## src/rtl/chess_timer.sv

```systemverilog
`default_nettype none
// ============================================================================
// Module  : chess_timer
// Brief   : Two-player chess clock; MM:SS BCD countdown per player, 1 Hz tick.
// Revision: 1.0 - initial release
// ============================================================================
module chess_timer #(
    parameter int INIT_MIN = 5,
    parameter int INIT_SEC = 0
) (
    input  logic       CLK,
    input  logic       CLR,
    input  logic       CE,
    input  logic       tick,
    input  logic       start,
    input  logic       btn_a,
    input  logic       btn_b,
    output logic [3:0] a_digit0,
    output logic [3:0] a_digit1,
    output logic [3:0] a_digit2,
    output logic [3:0] a_digit3,
    output logic [3:0] b_digit0,
    output logic [3:0] b_digit1,
    output logic [3:0] b_digit2,
    output logic [3:0] b_digit3,
    output logic [1:0] active,
    output logic       flag_a,
    output logic       flag_b
);

    localparam logic [15:0] c_INIT_TIME = {4'(INIT_MIN / 10), 4'(INIT_MIN % 10),
                                           4'(INIT_SEC / 10), 4'(INIT_SEC % 10)};
    localparam logic [15:0] c_ZERO_TIME = 16'h0000;

    typedef enum logic [2:0] {
        S_IDLE   = 3'd0,
        S_RUN_A  = 3'd1,
        S_RUN_B  = 3'd2,
        S_FLAG_A = 3'd3,
        S_FLAG_B = 3'd4
    } state_t;

    state_t      r_state;
    state_t      w_state_nxt;
    logic [15:0] r_a;
    logic [15:0] r_b;
    logic [15:0] w_a_nxt;
    logic [15:0] w_b_nxt;
    logic [15:0] w_a_dec;
    logic [15:0] w_b_dec;
    logic [1:0]  r_active;
    logic [1:0]  w_active_nxt;
    logic        r_flag_a;
    logic        r_flag_b;
    logic        w_flag_a_nxt;
    logic        w_flag_b_nxt;

    // One-second BCD decrement with borrow chain; minutes tens never wraps
    // because expiry stops the count at 00:00.
    function automatic logic [15:0] f_bcd_dec(input logic [15:0] t);
        logic [3:0] d0, d1, d2, d3;
        logic       b0, b1, b2;
        d0 = t[3:0];
        d1 = t[7:4];
        d2 = t[11:8];
        d3 = t[15:12];
        b0 = (d0 == 4'd0);
        d0 = b0 ? 4'd9 : d0 - 4'd1;
        b1 = b0 && (d1 == 4'd0);
        if (b0) d1 = (d1 == 4'd0) ? 4'd5 : d1 - 4'd1;
        b2 = b1 && (d2 == 4'd0);
        if (b1) d2 = (d2 == 4'd0) ? 4'd9 : d2 - 4'd1;
        if (b2 && d3 != 4'd0) d3 = d3 - 4'd1;
        return {d3, d2, d1, d0};
    endfunction

    always_ff @(posedge CLK) begin
        if (!CLR) begin
            r_state  <= S_IDLE;
            r_a      <= c_INIT_TIME;
            r_b      <= c_INIT_TIME;
            r_active <= 2'b00;
            r_flag_a <= 1'b0;
            r_flag_b <= 1'b0;
        end else begin
            r_state  <= w_state_nxt;
            r_a      <= w_a_nxt;
            r_b      <= w_b_nxt;
            r_active <= w_active_nxt;
            r_flag_a <= w_flag_a_nxt;
            r_flag_b <= w_flag_b_nxt;
        end
    end

    always_comb begin
        w_state_nxt = r_state;
        w_a_nxt     = r_a;
        w_b_nxt     = r_b;
        w_a_dec     = f_bcd_dec(r_a);
        w_b_dec     = f_bcd_dec(r_b);
        if (CE) begin
            case (r_state)
                S_IDLE: begin
                    if (start) w_state_nxt = S_RUN_A;
                end
                S_RUN_A: begin
                    // Decrement lands first; expiry then beats a turn switch.
                    if (tick) w_a_nxt = w_a_dec;
                    if (tick && w_a_dec == c_ZERO_TIME) w_state_nxt = S_FLAG_A;
                    else if (btn_a)                     w_state_nxt = S_RUN_B;
                end
                S_RUN_B: begin
                    if (tick) w_b_nxt = w_b_dec;
                    if (tick && w_b_dec == c_ZERO_TIME) w_state_nxt = S_FLAG_B;
                    else if (btn_b)                     w_state_nxt = S_RUN_A;
                end
                S_FLAG_A, S_FLAG_B: begin
                    if (start) begin
                        w_state_nxt = S_IDLE;
                        w_a_nxt     = c_INIT_TIME;
                        w_b_nxt     = c_INIT_TIME;
                    end
                end
                default: w_state_nxt = S_IDLE;
            endcase
        end
    end

    always_comb begin
        w_active_nxt = 2'b00;
        w_flag_a_nxt = 1'b0;
        w_flag_b_nxt = 1'b0;
        case (w_state_nxt)
            S_RUN_A:  w_active_nxt = 2'b01;
            S_RUN_B:  w_active_nxt = 2'b10;
            S_FLAG_A: w_flag_a_nxt = 1'b1;
            S_FLAG_B: w_flag_b_nxt = 1'b1;
            default:  w_active_nxt = 2'b00;
        endcase
    end

    assign a_digit0 = r_a[3:0];
    assign a_digit1 = r_a[7:4];
    assign a_digit2 = r_a[11:8];
    assign a_digit3 = r_a[15:12];
    assign b_digit0 = r_b[3:0];
    assign b_digit1 = r_b[7:4];
    assign b_digit2 = r_b[11:8];
    assign b_digit3 = r_b[15:12];
    assign active   = r_active;
    assign flag_a   = r_flag_a;
    assign flag_b   = r_flag_b;

endmodule
`default_nettype wire

```

## config.mk

```make
export PLATFORM = sky130hd
export DESIGN_NAME = chess_timer
export DESIGN_NICKNAME = d
export VERILOG_FILES = /design/src/rtl/chess_timer.sv
export SDC_FILE = /design/constraint.sdc
export NUM_CORES = 1
export LEC_CHECK = 0
export ABC_AREA = 1
export BUFFER_PORTS_ARGS = -buffer_cell sky130_fd_sc_hd__buf_2
export CAP_MARGIN = 25
export CELL_PAD_IN_SITES_DETAIL_PLACEMENT = 1
export CELL_PAD_IN_SITES_GLOBAL_PLACEMENT = 2
export CORE_UTILIZATION = 32
export DETAILED_ROUTE_END_ITERATION = 6
export GPL_TIMING_DRIVEN = 1
export HOLD_SLACK_MARGIN = 0.03
export PLACE_DENSITY_LB_ADDON = 0.1
export SETUP_SLACK_MARGIN = 0.4
export SLEW_MARGIN = 0
export SYNTH_ARGS = -nofsm -noshare
export SYNTH_HDL_FRONTEND = slang
export SYNTH_SLANG_ARGS = --single-unit
```

## constraint.sdc

```tcl
create_clock -name CLK -period 3.75 [get_ports CLK]
set_clock_uncertainty 0.2 [all_clocks]
set_input_delay 0.9375 -clock CLK [delete_from_list [all_inputs] [get_ports CLK]]
set_output_delay 0.9375 -clock CLK [all_outputs]
set_load 0.01 [all_outputs]
```

==> results.toml, run 1 <==
[sta]
finalSetupTns_ns = 0
tightest_slew_ns = 0.563
fin_crit_ns = 2.58
slew_viol_final = 0
fmax_mhz = 388
rsz0062_at_grt = "no"
setup_viol = 0
finalHoldViolCount = 0
slew_headroom_pct = 62.5
fin_crit_sh_pct = 68.7

[power_and_ir_drop]
power_leakage_nw = 1.25
ir_drop_uv = 106
p_int_w = 0.000593
power_frac_clock_pct = 34.5
power_density_nw_per_um2 = 313
p_sw_share_pct = 29.8
switching_power_w = 0.000251
seqPwrFrac_pct = 51.1
p_total_w = 0.000844
pwr-share-comb_pct = 14.4

[worst_setup_path]
rr_startpoint = "r_state[0]"
crit_top_cell = "nand2_1"
path_max_fanout = 14
cp.arrival_ns = 2.56
cpMaxStageDelayCell = "nor2_1"
cpPeakStageDelay_ns = 0.42
worstSetupStartpoint = "r_state[0]"
endpoint_kind = "register"
crit_path_cell_trace = "nor2_1 > nand2_1 > nand2_1 > nand2_1 > nand2_1 > nand2_1 > nor2_1 > buf_4 > nand3_1 > o21ai_0 > nand2_1"
worst-path-buf-inv = 1
worstPathRequired_ns = 3.74
startpoint_type = "register"
crit_type = "register to register"
critical_path.top_delay_family = "simple AND/OR/NAND/NOR gates"

[clock_tree]
cts_buffers = 5
cts_max_level = 2
cts_buffer_depth = 2
cts_tree = "done"
clk_latency_ns = 0.30
post_cts_buffers = 0
hold_buffers = 0
clk_pin_slew_ns = 0.08
cts_sinks = 39
ctsResizeCount = 0
cts_root_buf = "clkbuf_8"

[floorplanning]
dieArea_um2 = 7530
io_pins = 43
die_h_um = 86.8
rows = 30
die_w_um = 86.8
core-area_um2 = 6870
start_util_pct = 33.5

[layout]
syn2layout_area_growth_pct = 17.3
post-route-util_pct = 39.3
final_common_cell = "nand2_1"
fillers = 938
finalNonFillerCells = 494
antenna_cells = 0
layout_common_cells = "nand2_1 (99), buf_2 (42), inv_1 (41), dfxtp_1 (39), nor2_1 (34)"
final_nets = 406
drive_above_1_share_pct = 19.8
final_area_um2 = 2700

[logic_synthesis]
syn_area_um2 = 2300
syn-num-nets = 361
syn_inst = 352
synth_cell_types = 31
yosysWarnings = 0
synth-seq-area-share_pct = 34.0
post_synth.cell_area_avg_um2 = 6.53
ys_seq_elements = 39

[worst_hold_path]
hold_class = "register to register"
worstHoldStart = "r_b[11]"

[drt]
drtIter0Drc = 68
drc_errors = 0
wl_per_cell_um = 12.9
vias = 2347
via_per_inst = 4.75
first_pass_iters = 4
wirelength_mm = 6.39
ant_nets = 0

[run]
drv_cap = 0

[place]
placed_area_um2 = 2620
placement.io_buffers = 42
gp_congestion = 0.783
dp_hpwl_mm = 4.99
place_inst = 486

[grt]
grt_pass1_wl_mm = 10.7
gr-total-overflow = 0
grtUsageTotal_pct = 18.5
grt_pass1_vias = 2207
grt_max_degree = 16
antenna_found_initial = 0

[status]
run_status = "completed"
-- cells by family after synthesis --
family / synth area share [%]
buffers and inverters: 8.76
AO/OA/AOI/OAI: 12.7
XOR/XNOR: 2.67
flip-flops: 34.0
adder cells (fa/ha/maj): 1.09
AND/OR/NAND/NOR: 40.8
-- power groups by stage --
stage	registers, W	clock network (W)	logic, W
final	0.000432	0.000291	0.000122
after global routing	0.000434	0.000321	0.000138
after CTS	0.000432	0.000302	0.000124
after detailed placement	0.000442	0	0.000123
after global placement	0.000442	0	0.000122
after floorplan	0.000443	0	0.0000858
-- routing by layer --
metal	wire [um]	up-vias	global-route usage (%)
met3	175	8	3.81
met4	76	0	5.45
met2	3010	30	31.7
li1	-	1215	-
met1	3130	1094	23.2
met5	0	-	0
-- area by class of cell --
class	instances	area [um2]	share of cell area [%]
Multi-Input combinational cell	261	1320	48.8
Sequential cell	39	781	29.0
Timing Repair Buffer	44	225	8.35
Inverter	46	173	6.40
Tap cell	96	120	4.45
Clock buffer	7	76.3	2.83
Clock inverter	1	5.00	0.186
-- worst min-delay path: stages, from the launching register on --
cell	delay [ns]
dfxtp_1	0.33
nand2_1	0.06
a21oi_1	0.06
-- sequential cells by signal, summed over array words and instances, names as in the netlist --
register	cells
r_a	16
active	2
r_b	16
r_state	3
flag_a	1
flag_b	1
-- stage by stage --
stage               hold WS (ns)  worst slack [ns]
global route               0.316             0.900
finish                     0.291              1.17
floorplan                  0.300              1.56
global placement           0.268              1.02
detailed placement         0.283             0.960
CTS                        0.296              1.15
-- final timing paths --
kind	endpoint	slack (ns)	cells past startpoint
hold reg to reg	r_b[11]	0.29	2
setup reg to reg	r_a[8]	1.17	11
setup / recovery	r_a[8]	1.17	11
hold / removal	r_b[11]	0.29	2
-- synth_stat cells --
cell,instances,area share (%)
nand2_2,9,2.4
xnor2_1,3,1.1
o22ai_1,1,0.27
buf_4,1,0.33
a21oi_2,1,0.38
nor2_1,34,5.6
or2_2,1,0.27
buf_2,2,0.44
o21ai_0,17,3.7
nand2_1,99,16
clkbuf_1,3,0.49
inv_2,3,0.49
nand2_4,2,0.98
nand3_4,2,1.5
dfxtp_1,39,34
nand3b_1,1,0.33
nand3_1,24,5.2
xor2_1,4,1.5
inv_1,41,6.7
a22oi_1,1,0.33
nor3_1,6,1.3
a31o_2,1,0.38
nor2_2,5,1.4
clkinv_1,2,0.33
ha_1,2,1.1
nor2_8,2,1.7
o21ai_1,6,1.3
a21oi_1,27,5.9
o211a_1,1,0.44
nand4_1,9,2.4
nor2_4,3,1.5
(Power assumes the default switching activity.)
==> run 2, diff against run 1 <==
CORE_UTILIZATION = 27   (was 32)
clock period = 2.2 ns   (was 3.75 ns; I/O delays follow)
==> results.toml, run 2 (same netlist as run 1, synthesis figures left out) <==
[status]
run_status = "completed"

[clock_tree]
hold_buffers = 0
clk_pin_slew_ns = 0.09
cts_buffer_depth = 2
cts_sinks = 39
cts_buffers = 5
cts_tree = "done"
cts_root_buf = "clkbuf_8"
cts_max_level = 2
clk_latency_ns = 0.30

[layout]
antenna_cells = 0
final_common_cell = "nand2_1"
regArea_um2 = 823
layout_common_cells = "nand2_1 (84), buf_2 (42), inv_1 (37), buf_4 (32), a21oi_1 (25)"
syn2layout_area_growth_pct = 44.0
drive_above_1_share_pct = 41.8
final_area_um2 = 3310
multi_input_area_um2 = 1500
final_nets = 443
reg.largest.list = "r_a (16), r_b (16), r_state (3)"
fillers = 1037

[worst_setup_path]
endpoint_kind = "register"
rr_endpoint = "active[1]"
cpMaxStageDelayCell = "dfxtp_4"
crit_path_cell_trace = "nor2_4 > nand2_4 > o21ai_1 > nand2_1 > nor2_2 > nand3_2 > nor2_4 > nand3_2 > a21oi_2 > nand2_1 > nand2_2 > nand2_2 > nand2_4 > nor2_1"
cp.arrival_ns = 2.09
reg2reg_setup_slack_ns = 0.12
startpoint_type = "register"
worstPathRequired_ns = 2.21
endpoint = "active[1]"
rr_startpoint = "r_b[2]"
cpPeakStageDelay_ns = 0.36
reg2reg_depth = 14
crit_type = "register to register"
path_max_fanout = 6
worstSetupStartpoint = "r_b[2]"

[floorplanning]
die_h_um = 94.3
dieArea_um2 = 8890
rows = 33
io_pins = 43
die_w_um = 94.3
core-area_um2 = 8220
start_util_pct = 28.0

[drt]
vias = 2518
first_pass_iters = 4
drc_errors = 0
ant_nets = 0
wirelength_mm = 7.52
wl_per_cell_um = 13.9
via_per_inst = 4.66
drtIter0Drc = 53

[grt]
antenna_found_initial = 0
grt_pass1_vias = 2559
gr-total-overflow = 0
grt_pass1_wl_mm = 12.1
grt_max_degree = 14
grtUsageTotal_pct = 17.7

[worst_hold_path]
hold_class = "register to register"

[sta]
tightest_slew_ns = 0.480
fin_crit_sh_pct = 94.6
hold_ws_ns = 0.288
finalHoldViolCount = 0
slew_headroom_pct = 67.9
slew_viol_final = 0
fin_crit_ns = 2.08
rsz0062_at_grt = "yes"
setup_viol = 0
fmax_mhz = 480
setup_slack_ns = 0.118

[power_and_ir_drop]
power_density_nw_per_um2 = 536
p_total_w = 0.00177
power_leakage_nw = 1.50
ir_drop_uv = 366

[place]
placement.io_buffers = 42
dp_hpwl_mm = 5.42
placed_area_um2 = 2830
gp_congestion = 0.761
pre_cts_slack_ns = -0.0386

[run]
drv_cap = 0
run 2: cell count changes in the layout (fill, tap and decap cells not counted), sizes merged:
cell	change
bufinv	+2
clkinv	-1
buf	+36
clkinvlp	+2
clkbuf	-2
run 2: power breakdown:
group	switching, W	internal [W]	leakage [nW]
Clock	0.000301	0.000453	0.0644
Sequential	0.0000158	0.000712	0.327
Combinational	0.000171	0.000121	1.11
Total	0.000487	0.00129	1.50
run 2: cell type report:
cell class              count  share of cell area [%]
repair inverters            1                   0.227
flip-flops and latches     39                    24.9
repair buffers             80                    16.2
multi-input cells         261                    45.2
clock buffers               5                    2.08
clock inverters             3                    2.04
well taps                 105                    3.97
inverters                  46                    5.44
run 2: metrics by stage:
stage / std cells / utilization, % / TNS, ns
3_5_place_dp: 514 / 34.4 / -0.119
5_1_grt: 540 / 40.3 / -0.245
6_report: 540 / 40.3 / 0
4_1_cts: 532 / 37.8 / 0
3_3_place_gp: 514 / 34.4 / -0.122
2_1_floorplan: 352 / - / 0
run 2: layer usage:
| layer | part of all wire, % | GRT usage [%] | vias up | wire, um |
|---|---|---|---|---|
| li1 | - | - | 1294 | - |
| met1 | 43 | 19.7 | 1193 | 3250 |
| met2 | 53 | 33.9 | 25 | 4020 |
| met3 | 2.3 | 3.07 | 6 | 172 |
| met4 | 1.1 | 4.62 | 0 | 79 |
| met5 | 0 | 0 | - | 0 |
run 2: worst min path at each step:
stage / startpoint / end / slack (ns) / depth (start not counted)
6_report: r_b[11] / r_b[11] / 0.29 / 2
4_1_cts: r_b[11] / r_b[11] / 0.29 / 2
3_5_place_dp: r_b[11] / r_b[11] / 0.28 / 2
2_1_floorplan: r_b[7] / r_b[7] / 0.28 / 2
5_1_grt: r_b[11] / r_b[11] / 0.31 / 2
3_3_place_gp: r_b[11] / r_b[11] / 0.26 / 2
run 2: what timing repair did:
item / in CTS / in global routing
endpoints found under the setup margin: 36 / 39
hold endpoints to repair: 0 / 0
buffers inserted: 9 / 7
pin swaps: 10 / 18
resized for setup: 19 / 48
cloned: 1 / 1
run 2: critical path, delay by kind of cell, from the launching register on:
kind,cells,cell delay [ns]
and+or+nand+nor,12,1.13
DFF,1,0.36
AOI/OAI and AO/OA,2,0.30
